[config.mk]
export PLATFORM = sky130hd
export DESIGN_NAME = lcd_read_ctrl
export DESIGN_NICKNAME = d
export VERILOG_FILES = /design/src/rtl/lcd_read_ctrl.sv
export SDC_FILE = /design/constraint.sdc
export NUM_CORES = 1
export LEC_CHECK = 0
export CAP_MARGIN = 10
export CELL_PAD_IN_SITES_DETAIL_PLACEMENT = 1
export CELL_PAD_IN_SITES_GLOBAL_PLACEMENT = 1
export CORE_MARGIN = 2
export CORE_UTILIZATION = 30
export DETAILED_ROUTE_END_ITERATION = 8
export DONT_BUFFER_PORTS = 1
export GPL_ROUTABILITY_DRIVEN = 1
export PLACE_DENSITY_LB_ADDON = 0.1
export SLEW_MARGIN = 10
export SYNTH_ARGS = -nofsm -noshare
export SYNTH_HDL_FRONTEND = slang
export SYNTH_SLANG_ARGS = --single-unit
[constraint.sdc]
create_clock -name clk -period 5.8 [get_ports clk]
set_input_delay 0 -clock clk [delete_from_list [all_inputs] [get_ports clk]]
set_output_delay 0 -clock clk [all_outputs]
set_load 0.02 [all_outputs]
[src/rtl/lcd_read_ctrl.sv]
// HD44780-style LCD read sequencer: SETUP / E pulse / HOLD timing, with optional
// busy-flag polling until the flag clears or a poll limit is reached.
module lcd_read_ctrl #(
  parameter int T_AS     = 2,
  parameter int T_EH     = 12,
  parameter int T_H      = 2,
  parameter int POLL_MAX = 1000
) (
  input  logic       clk,
  input  logic       reset,
  input  logic       req,
  input  logic       rs_sel,
  input  logic       poll,
  input  logic [7:0] lcd_data_in,
  output logic       lcd_e,
  output logic       lcd_rs,
  output logic       lcd_rw,
  output logic       busy,
  output logic       done,
  output logic       timeout,
  output logic [7:0] rd_data,
  output logic       bf,
  output logic [6:0] addr
);

  localparam int TMAX = (T_EH > T_AS) ? ((T_EH > T_H) ? T_EH : T_H)
                                      : ((T_AS > T_H) ? T_AS : T_H);
  localparam int CW = $clog2(TMAX + 1);
  localparam int PW = $clog2(POLL_MAX + 1);

  typedef enum logic [2:0] {IDLE, SETUP, E_HIGH, HOLD, DONE} state_t;

  state_t          state_q, state_d;
  logic [CW-1:0]   cnt_q, cnt_d;
  logic [PW-1:0]   pcnt_q, pcnt_d;
  logic            rs_q, rs_d, poll_q, poll_d, to_d;
  logic [7:0]      sample_q, rd_data_q;
  logic            bf_q;
  logic [6:0]      addr_q;
  logic            e_q, e_d, rs_o_q, rs_o_d, rw_q, rw_d;
  logic            busy_q, busy_d, done_q, done_d, to_q;

  // Outputs are computed from next state and registered, so every pin is a flop.
  always_ff @(posedge clk or negedge reset) begin
    if (!reset) begin
      state_q   <= IDLE;
      cnt_q     <= '0;
      pcnt_q    <= '0;
      rs_q      <= 1'b0;
      poll_q    <= 1'b0;
      sample_q  <= 8'h00;
      rd_data_q <= 8'h00;
      bf_q      <= 1'b0;
      addr_q    <= 7'h00;
      e_q       <= 1'b0;
      rs_o_q    <= 1'b0;
      rw_q      <= 1'b0;
      busy_q    <= 1'b0;
      done_q    <= 1'b0;
      to_q      <= 1'b0;
    end else begin
      state_q <= state_d;
      cnt_q   <= cnt_d;
      pcnt_q  <= pcnt_d;
      rs_q    <= rs_d;
      poll_q  <= poll_d;
      e_q     <= e_d;
      rs_o_q  <= rs_o_d;
      rw_q    <= rw_d;
      busy_q  <= busy_d;
      done_q  <= done_d;
      to_q    <= to_d;
      if (state_q == E_HIGH && cnt_q == CW'(T_EH - 1))
        sample_q <= lcd_data_in;
      if (state_q == HOLD && state_d == DONE) begin
        rd_data_q <= sample_q;
        if (!rs_q) begin
          bf_q   <= sample_q[7];
          addr_q <= sample_q[6:0];
        end
      end
    end
  end

  always_comb begin
    state_d = state_q;
    cnt_d   = cnt_q;
    pcnt_d  = pcnt_q;
    rs_d    = rs_q;
    poll_d  = poll_q;
    to_d    = 1'b0;
    case (state_q)
      IDLE: if (req) begin
        state_d = SETUP;
        cnt_d   = '0;
        pcnt_d  = '0;
        rs_d    = rs_sel;
        poll_d  = poll;
      end
      SETUP: if (cnt_q == CW'(T_AS - 1)) begin
        state_d = E_HIGH;
        cnt_d   = '0;
      end else cnt_d = cnt_q + CW'(1);
      E_HIGH: if (cnt_q == CW'(T_EH - 1)) begin
        state_d = HOLD;
        cnt_d   = '0;
      end else cnt_d = cnt_q + CW'(1);
      HOLD: if (cnt_q == CW'(T_H - 1)) begin
        cnt_d = '0;
        // Busy flag still set on a polled status read: retry until the limit.
        if (poll_q && !rs_q && sample_q[7]) begin
          if (pcnt_q < PW'(POLL_MAX - 1)) begin
            state_d = SETUP;
            pcnt_d  = pcnt_q + PW'(1);
          end else begin
            state_d = DONE;
            to_d    = 1'b1;
          end
        end else state_d = DONE;
      end else cnt_d = cnt_q + CW'(1);
      DONE:    state_d = IDLE;
      default: state_d = IDLE;
    endcase
  end

  always_comb begin
    e_d    = 1'b0;
    rw_d   = 1'b0;
    rs_o_d = 1'b0;
    busy_d = (state_d != IDLE);
    done_d = (state_d == DONE);
    case (state_d)
      SETUP, E_HIGH, HOLD: begin
        rw_d   = 1'b1;
        rs_o_d = rs_d;
        e_d    = (state_d == E_HIGH);
      end
      DONE:    rs_o_d = rs_d;
      default: ;
    endcase
  end

  assign lcd_e   = e_q;
  assign lcd_rs  = rs_o_q;
  assign lcd_rw  = rw_q;
  assign busy    = busy_q;
  assign done    = done_q;
  assign timeout = to_q;
  assign rd_data = rd_data_q;
  assign bf      = bf_q;
  assign addr    = addr_q;

endmodule
==> impl_metrics.tcl, run 1 <==
set metrics [dict create \
    drt_iter0_drc 37 \
    synth_edf_count 0 \
    setup-tns-final_ns 0 \
    antenna_cells 0 \
    dominant_register_cell_in_the_synthesized_netlist "sky130_fd_sc_hd__dfrtp_1" \
    max_clock_freq_ghz 0.4167 \
    antenna_found_initial 0 \
    gpl.final_weighted_congestion 0.7794 \
    worst-path-max-fanout 8 \
    coreArea_um2 7176 \
    utilization_after_layout 0.3501 \
    run_status "complete, no violations" \
    wl_mm 4.877 \
    placedInstanceArea_um2 2280 \
    floorplan.die.width_um 89.65 \
    cp-start-kind "register" \
    timing_worst_slew_pin_value_ns 0.7903 \
    grt_pass1_wl_mm 7.955 \
    syn-cell-area_um2 2201 \
    worstPathBufferInverterCount 1 \
    slew-limit-headroom 0.4718 \
    ys_seq_area_frac 0.5571 \
    rsz0062_at_grt "false" \
    final-instance-count-excl-fill 290 \
    max-vdd-ir-drop_mv 0.1342 \
    root_buffer "sky130_fd_sc_hd__clkbuf_8" \
    arrival_ns 2.60 \
    num-nets-final 206 \
    fillers 762 \
    layout.cells.most_common "sky130_fd_sc_hd__dfrtp_1" \
    drive_above_1_share 0.2251 \
    cts_made_buffers 5 \
    total_leakage_power_uw 0.001142 \
    avgViaCountPerCell 4.962 \
    total_power_uw 1160 \
    min_tclk_post_route_ns 2.400 \
    final_non_filler_cell_area_um2 2512 \
    cts_post_setup_buffers_inserted 0 \
    wl_per_cell_um 16.82 \
    clkTransAtPathRegs_ns 0.09 \
    floorplan.initialDensity 0.3067 \
    clock-sinks 49 \
    die_area_um2 8037 \
    htree_num_levels 2 \
    cts_tree "built" \
    synth.yosys.warnings 0 \
    io_buffer_count 0 \
    hold_viol_final 0 \
    critical-path-top-delay-family "simple AND/OR/NAND/NOR gates" \
    min_period_over_period 0.4137 \
    postSynthCellCount 178 \
    max_cap_violations 0 \
    ant_nets 0 \
    largest_net_degree_at_the_start_of_global_routing 50 \
    drt_drc_violations_left 0 \
    worst_setup_path_end_kind "register" \
    crit_required_ns 6.00 \
    setup_viol_count_final 0 \
    timing.clock.skew_ns 0.009650 \
    post-dp-hpwl_mm 3.355 \
    grt_util_all_layers 0.1331 \
    placementRows 31 \
    via_count 1439 \
    num_io_pins 35 \
    critical_path_class "reg2reg" \
    die_height_um 89.65 \
    power-per-cell-area_nw_per_um2 461.8 \
    mean_area_per_synthesized_cell_um2 12.36 \
    crit_path_top_delay_cell "sky130_fd_sc_hd__or3_1" \
    pre_repair_dr_iteration_count 4 \
    crit_path_cell_trace "inv_1, ha_1, nor3b_1, nand2_1, or3_1, mux2_4" \
    timing_max_transition_violations_final 0 \
    grt_overflow_total 0 \
    yosysUniqueCellTypes 41 \
    synthArstFlopShare 1.000 \
    slowest_delay_ns 0.64 \
    dp.cells 270 \
    yosys_register_bits 49 \
    clkLatencyLatePin_ns 0.32 \
    synthesis.nets 194 \
    area_growth_pct 14.16 \
    worst_hold_path_type "in2reg" \
    layout.cells.most_common_list "sky130_fd_sc_hd__dfrtp_1 (49), sky130_fd_sc_hd__nand2_1 (19), sky130_fd_sc_hd__mux2_2 (17), sky130_fd_sc_hd__dlygate4sd3_1 (11), sky130_fd_sc_hd__mux2_4 (8)" \
    ctsLongestPathBuffers 2 \
    number_of_global_route_vias_before_repair 1566 \
]
sequential cells by signal, indices dropped and copies added (netlist names):
name      cells
state_q       3
busy          1
pcnt_q       10
lcd_rs        1
rs_q          1
sample_q      8
poll_q        1
rd_data       8
lcd_rw        1
done          1
bf            1
addr          7
timeout       1
lcd_e         1
cnt_q         4
worst min-delay path, cell delays in order:
cell	delay, ns
sky130_fd_sc_hd__nor2_1	0.08
sky130_fd_sc_hd__o31a_1	0.15
sky130_fd_sc_hd__nand2_1	0.05
layout make-up:
type                    count  area [µm²]  area share
inverters                   3       11.26    0.004482
clock inverters             3       26.28     0.01046
clock buffers               5       68.82     0.02739
flip-flops and latches     49        1226      0.4880
repair buffers             12       137.6     0.05478
multi-input cells         119       918.4      0.3655
well taps                  99       123.9     0.04930
logic make-up (layout without fill, tap and decap cells):
| group | after synthesis | after routing | synth area share |
|---|---|---|---|
| compound gates | 23 | 23 | 0.07163 |
| xor+xnor | 1 | 1 | 0.003980 |
| fa+ha+maj | 3 | 3 | 0.01706 |
| buf+inv | 10 | 23 | 0.02558 |
| flops | 49 | 49 | 0.5571 |
| mux | 30 | 30 | 0.1643 |
| simple gates | 62 | 62 | 0.1603 |
cell usage after synthesis, drive strengths merged (2+ instances only):
| cell type | count | area (µm²) |
|---|---|---|
| o21ai | 3 | 15.01 |
| a211oi | 2 | 15.01 |
| a21oi | 4 | 20.02 |
| nor2 | 7 | 28.78 |
| buf | 5 | 37.53 |
| and3b | 3 | 26.28 |
| o31a | 2 | 17.52 |
| dfrtp | 49 | 1226 |
| o22ai | 3 | 18.77 |
| nand3b | 2 | 15.01 |
| o31ai | 2 | 15.01 |
| clkbuf | 2 | 7.510 |
| nand3 | 3 | 15.01 |
| or4b | 2 | 20.02 |
| or2 | 3 | 18.77 |
| and3 | 3 | 18.77 |
| inv | 3 | 11.26 |
| nand2b | 5 | 31.28 |
| nor3 | 5 | 25.02 |
| ha | 3 | 37.54 |
| mux2i | 5 | 50.05 |
| a21o | 2 | 15.01 |
| nand2 | 19 | 71.32 |
| or3 | 2 | 12.51 |
| mux2 | 25 | 311.6 |
| nand4 | 3 | 25.02 |
metal layers:
| metal | vias up | GRT usage | wire length [µm] |
|---|---|---|---|
| met4 | 0 | 0.05699 | 85 |
| met2 | 32 | 0.2320 | 2450 |
| met5 | - | 0 | 0 |
| met1 | 735 | 0.1545 | 2143 |
| li1 | 665 | - | - |
| met3 | 7 | 0.03382 | 197 |
worst paths after layout:
check | endpoint | slack [ns] | cells past startpoint | start
max | addr[4]$_DFFE_PN0P_ | 3.40 | 6 | cnt_q[1]$_DFFE_PN0P_
min | state_q[0]$_DFF_PN0_ | 0.01 | 3 | req
max reg2reg | addr[4]$_DFFE_PN0P_ | 3.40 | 6 | cnt_q[1]$_DFFE_PN0P_
min reg2reg | poll_q$_DFFE_PN0P_ | 0.48 | 2 | poll_q$_DFFE_PN0P_
max in group asynchronous | pcnt_q[8]$_DFFE_PN0P_ | 5.37 | 2 | reset
min in group asynchronous | sample_q[6]$_DFFE_PN0P_ | 0.21 | 2 | reset
report_power, final:
group | switching, µW | leakage [µW] | internal, µW
combinational | 141 | 0.000478 | 161
clock | 128 | 0.0000495 | 89.8
sequential | 190 | 0.000614 | 450
total | 459 | 0.00114 | 701
per-stage QoR:
step                setup WS (ns)  hold slack [ns]
floorplan                   3.825          -0.2956
global placement            3.400          -0.2944
finish                      3.400          0.01479
global route                3.193          0.03805
detailed placement          3.372          -0.2945
CTS                         3.363          0.01205
what timing repair did:
action / 4_1_cts / 5_1_grt
resized for setup: 0 / 0
hold buffers: 12 / 0
hold endpoints to repair: 60 / 0
Power figures use the tool's default switching activity.
==> run 2: changes to the inputs <==
==> constraint.sdc (replaced) <==
create_clock -name clk -period 2 [get_ports clk]
set_input_delay 0 -clock clk [delete_from_list [all_inputs] [get_ports clk]]
set_output_delay 0 -clock clk [all_outputs]
set_load 0.02 [all_outputs]
==> impl_metrics.tcl, run 2 (synthesis results as in run 1) <==
set metrics [dict create \
    pre_repair_dr_iteration_count 4 \
    power-per-cell-area_nw_per_um2 1316 \
    wl_per_cell_um 16.31 \
    timing_max_transition_violations_final 0 \
    hold_slack_ns 0.02178 \
    antenna_cells 0 \
    drt_iter0_drc 58 \
    wl_mm 4.925 \
    setup_viol_count_final 0 \
    rsz0062_at_grt "false" \
    dp.cells 281 \
    worst-path-max-fanout 8 \
    antenna_found_initial 0 \
    max_cap_violations 0 \
    cp-start-kind "register" \
    seq_area_um2 1226 \
    avgViaCountPerCell 4.841 \
    ctsLongestPathBuffers 2 \
    total_leakage_power_uw 0.001203 \
    htree_num_levels 2 \
    grt_overflow_total 0 \
    arrival_ns 2.11 \
    via_count 1462 \
    coreArea_um2 7176 \
    worst_setup_path_end_kind "register" \
    layout.cells.most_common_list "sky130_fd_sc_hd__dfrtp_1 (49), sky130_fd_sc_hd__nand2_1 (19), sky130_fd_sc_hd__mux2_2 (17), sky130_fd_sc_hd__buf_4 (12), sky130_fd_sc_hd__dlygate4sd3_1 (11)" \
    worst_hold_path_type "in2reg" \
    cts_made_buffers 5 \
    min_period_over_period 0.9594 \
    drive_above_1_share 0.2857 \
    crit_required_ns 2.19 \
    clkLatencyLatePin_ns 0.30 \
    fillers 782 \
    timing_worst_slew_pin_value_ns 0.4747 \
    gpl.final_weighted_congestion 0.8195 \
    worstHoldStart "req" \
    critical_path_class "reg2reg" \
    max-vdd-ir-drop_mv 0.4802 \
    clock-sinks 49 \
    run_status "complete, no violations" \
    grt_pass1_wl_mm 8.066 \
    clkTransAtPathRegs_ns 0.09 \
    final-instance-count-excl-fill 302 \
    num-nets-final 218 \
    floorplan.die.width_um 89.65 \
    max_clock_freq_ghz 0.5211 \
    r2r-start "pcnt_q[0]$_DFFE_PN0P_" \
    largest_register_ffs 10 \
    hold_viol_final 0 \
    floorplan.initialDensity 0.3067 \
    top_register "pcnt_q" \
    root_buffer "sky130_fd_sc_hd__clkbuf_8" \
    cts_tree "built" \
    timing.clock.skew_ns 0.009770 \
    die_area_um2 8037 \
    slew-limit-headroom 0.6832 \
    grt_util_all_layers 0.1345 \
    min_tclk_post_route_ns 1.919 \
    die_height_um 89.65 \
    area_growth_pct 18.87 \
    placementRows 31 \
    post-dp-hpwl_mm 3.558 \
    drt_drc_violations_left 0 \
    num_io_pins 35 \
    layout.cells.most_common "sky130_fd_sc_hd__dfrtp_1" \
    multiInputGateArea_um2 937.1 \
    largest_net_degree_at_the_start_of_global_routing 50 \
    ant_nets 0 \
    number_of_global_route_vias_before_repair 1556 \
    io_buffer_count 0 \
    startpoint "pcnt_q[0]$_DFFE_PN0P_" \
]
==> run 2: routing by layer <==
metal  track usage  routed length (µm)
met3       0.04388                 238
met4       0.04071                  29
met1        0.1575                2252
met2        0.2340                2404
met5             0                   0
==> run 2: critical path: stages (launching register included) <==
cell	delay [ns]
sky130_fd_sc_hd__dfrtp_1	0.39
sky130_fd_sc_hd__ha_1	0.20
sky130_fd_sc_hd__a211oi_2	0.09
sky130_fd_sc_hd__o31a_1	0.31
sky130_fd_sc_hd__or3_1	0.32
sky130_fd_sc_hd__buf_4	0.20
sky130_fd_sc_hd__mux2_4	0.31
==> run 2: final timing paths <==
check | endpoint | slack (ns) | depth (start not counted)
setup reg to reg | addr[2]$_DFFE_PN0P_ | 0.08 | 6
setup / recovery | addr[2]$_DFFE_PN0P_ | 0.08 | 6
hold reg to reg | poll_q$_DFFE_PN0P_ | 0.51 | 2
max in group asynchronous | state_q[1]$_DFF_PN0_ | 1.58 | 2
hold / removal | state_q[0]$_DFF_PN0_ | 0.02 | 3
min in group asynchronous | addr[2]$_DFFE_PN0P_ | 0.20 | 2
==> run 2: where the power goes <==
group	leakage, µW	switching [µW]	total (µW)	internal [µW]
clock network	0.0000445	350	599	249
registers	0.000614	532	1840	1310
logic	0.000545	459	1000	546
total	0.00120	1340	3440	2100
==> run 2: cell type report <==
cell class | count | share of cell area
inverters | 3 | 0.004304
multi-input cells | 119 | 0.3582
clock inverters | 3 | 0.008130
flip-flops and latches | 49 | 0.4687
well taps | 99 | 0.04735
clock buffers | 5 | 0.02630
repair buffers | 24 | 0.08704
==> run 2: stage by stage <==
stage | setup slack [ns] | instance area, µm² | total power (µW) | TNS, ns | util
after CTS | 0.05314 | 2604 | 3495 | 0 | 0.3629
after floorplan | 0.02465 | 2201 | 2506 | 0 | -
after global placement | -0.04838 | 2362 | 2779 | -0.3633 | 0.3292
final | 0.08115 | 2616 | 3443 | 0 | 0.3646
after detailed placement | -0.07843 | 2362 | 2824 | -0.6054 | 0.3292
after global routing | 0.0006612 | 2616 | 3705 | 0 | 0.3646
==> run 2: timing repair <==
item | 4_1_cts | 5_1_grt
hold buffers | 12 | 0
pin swaps | 0 | 1
buffers inserted | 0 | 1
hold endpoints to repair | 60 | 0
endpoints found under the setup margin | 18 | 10
gates cloned | 0 | 0
gates resized for setup | 3 | 1
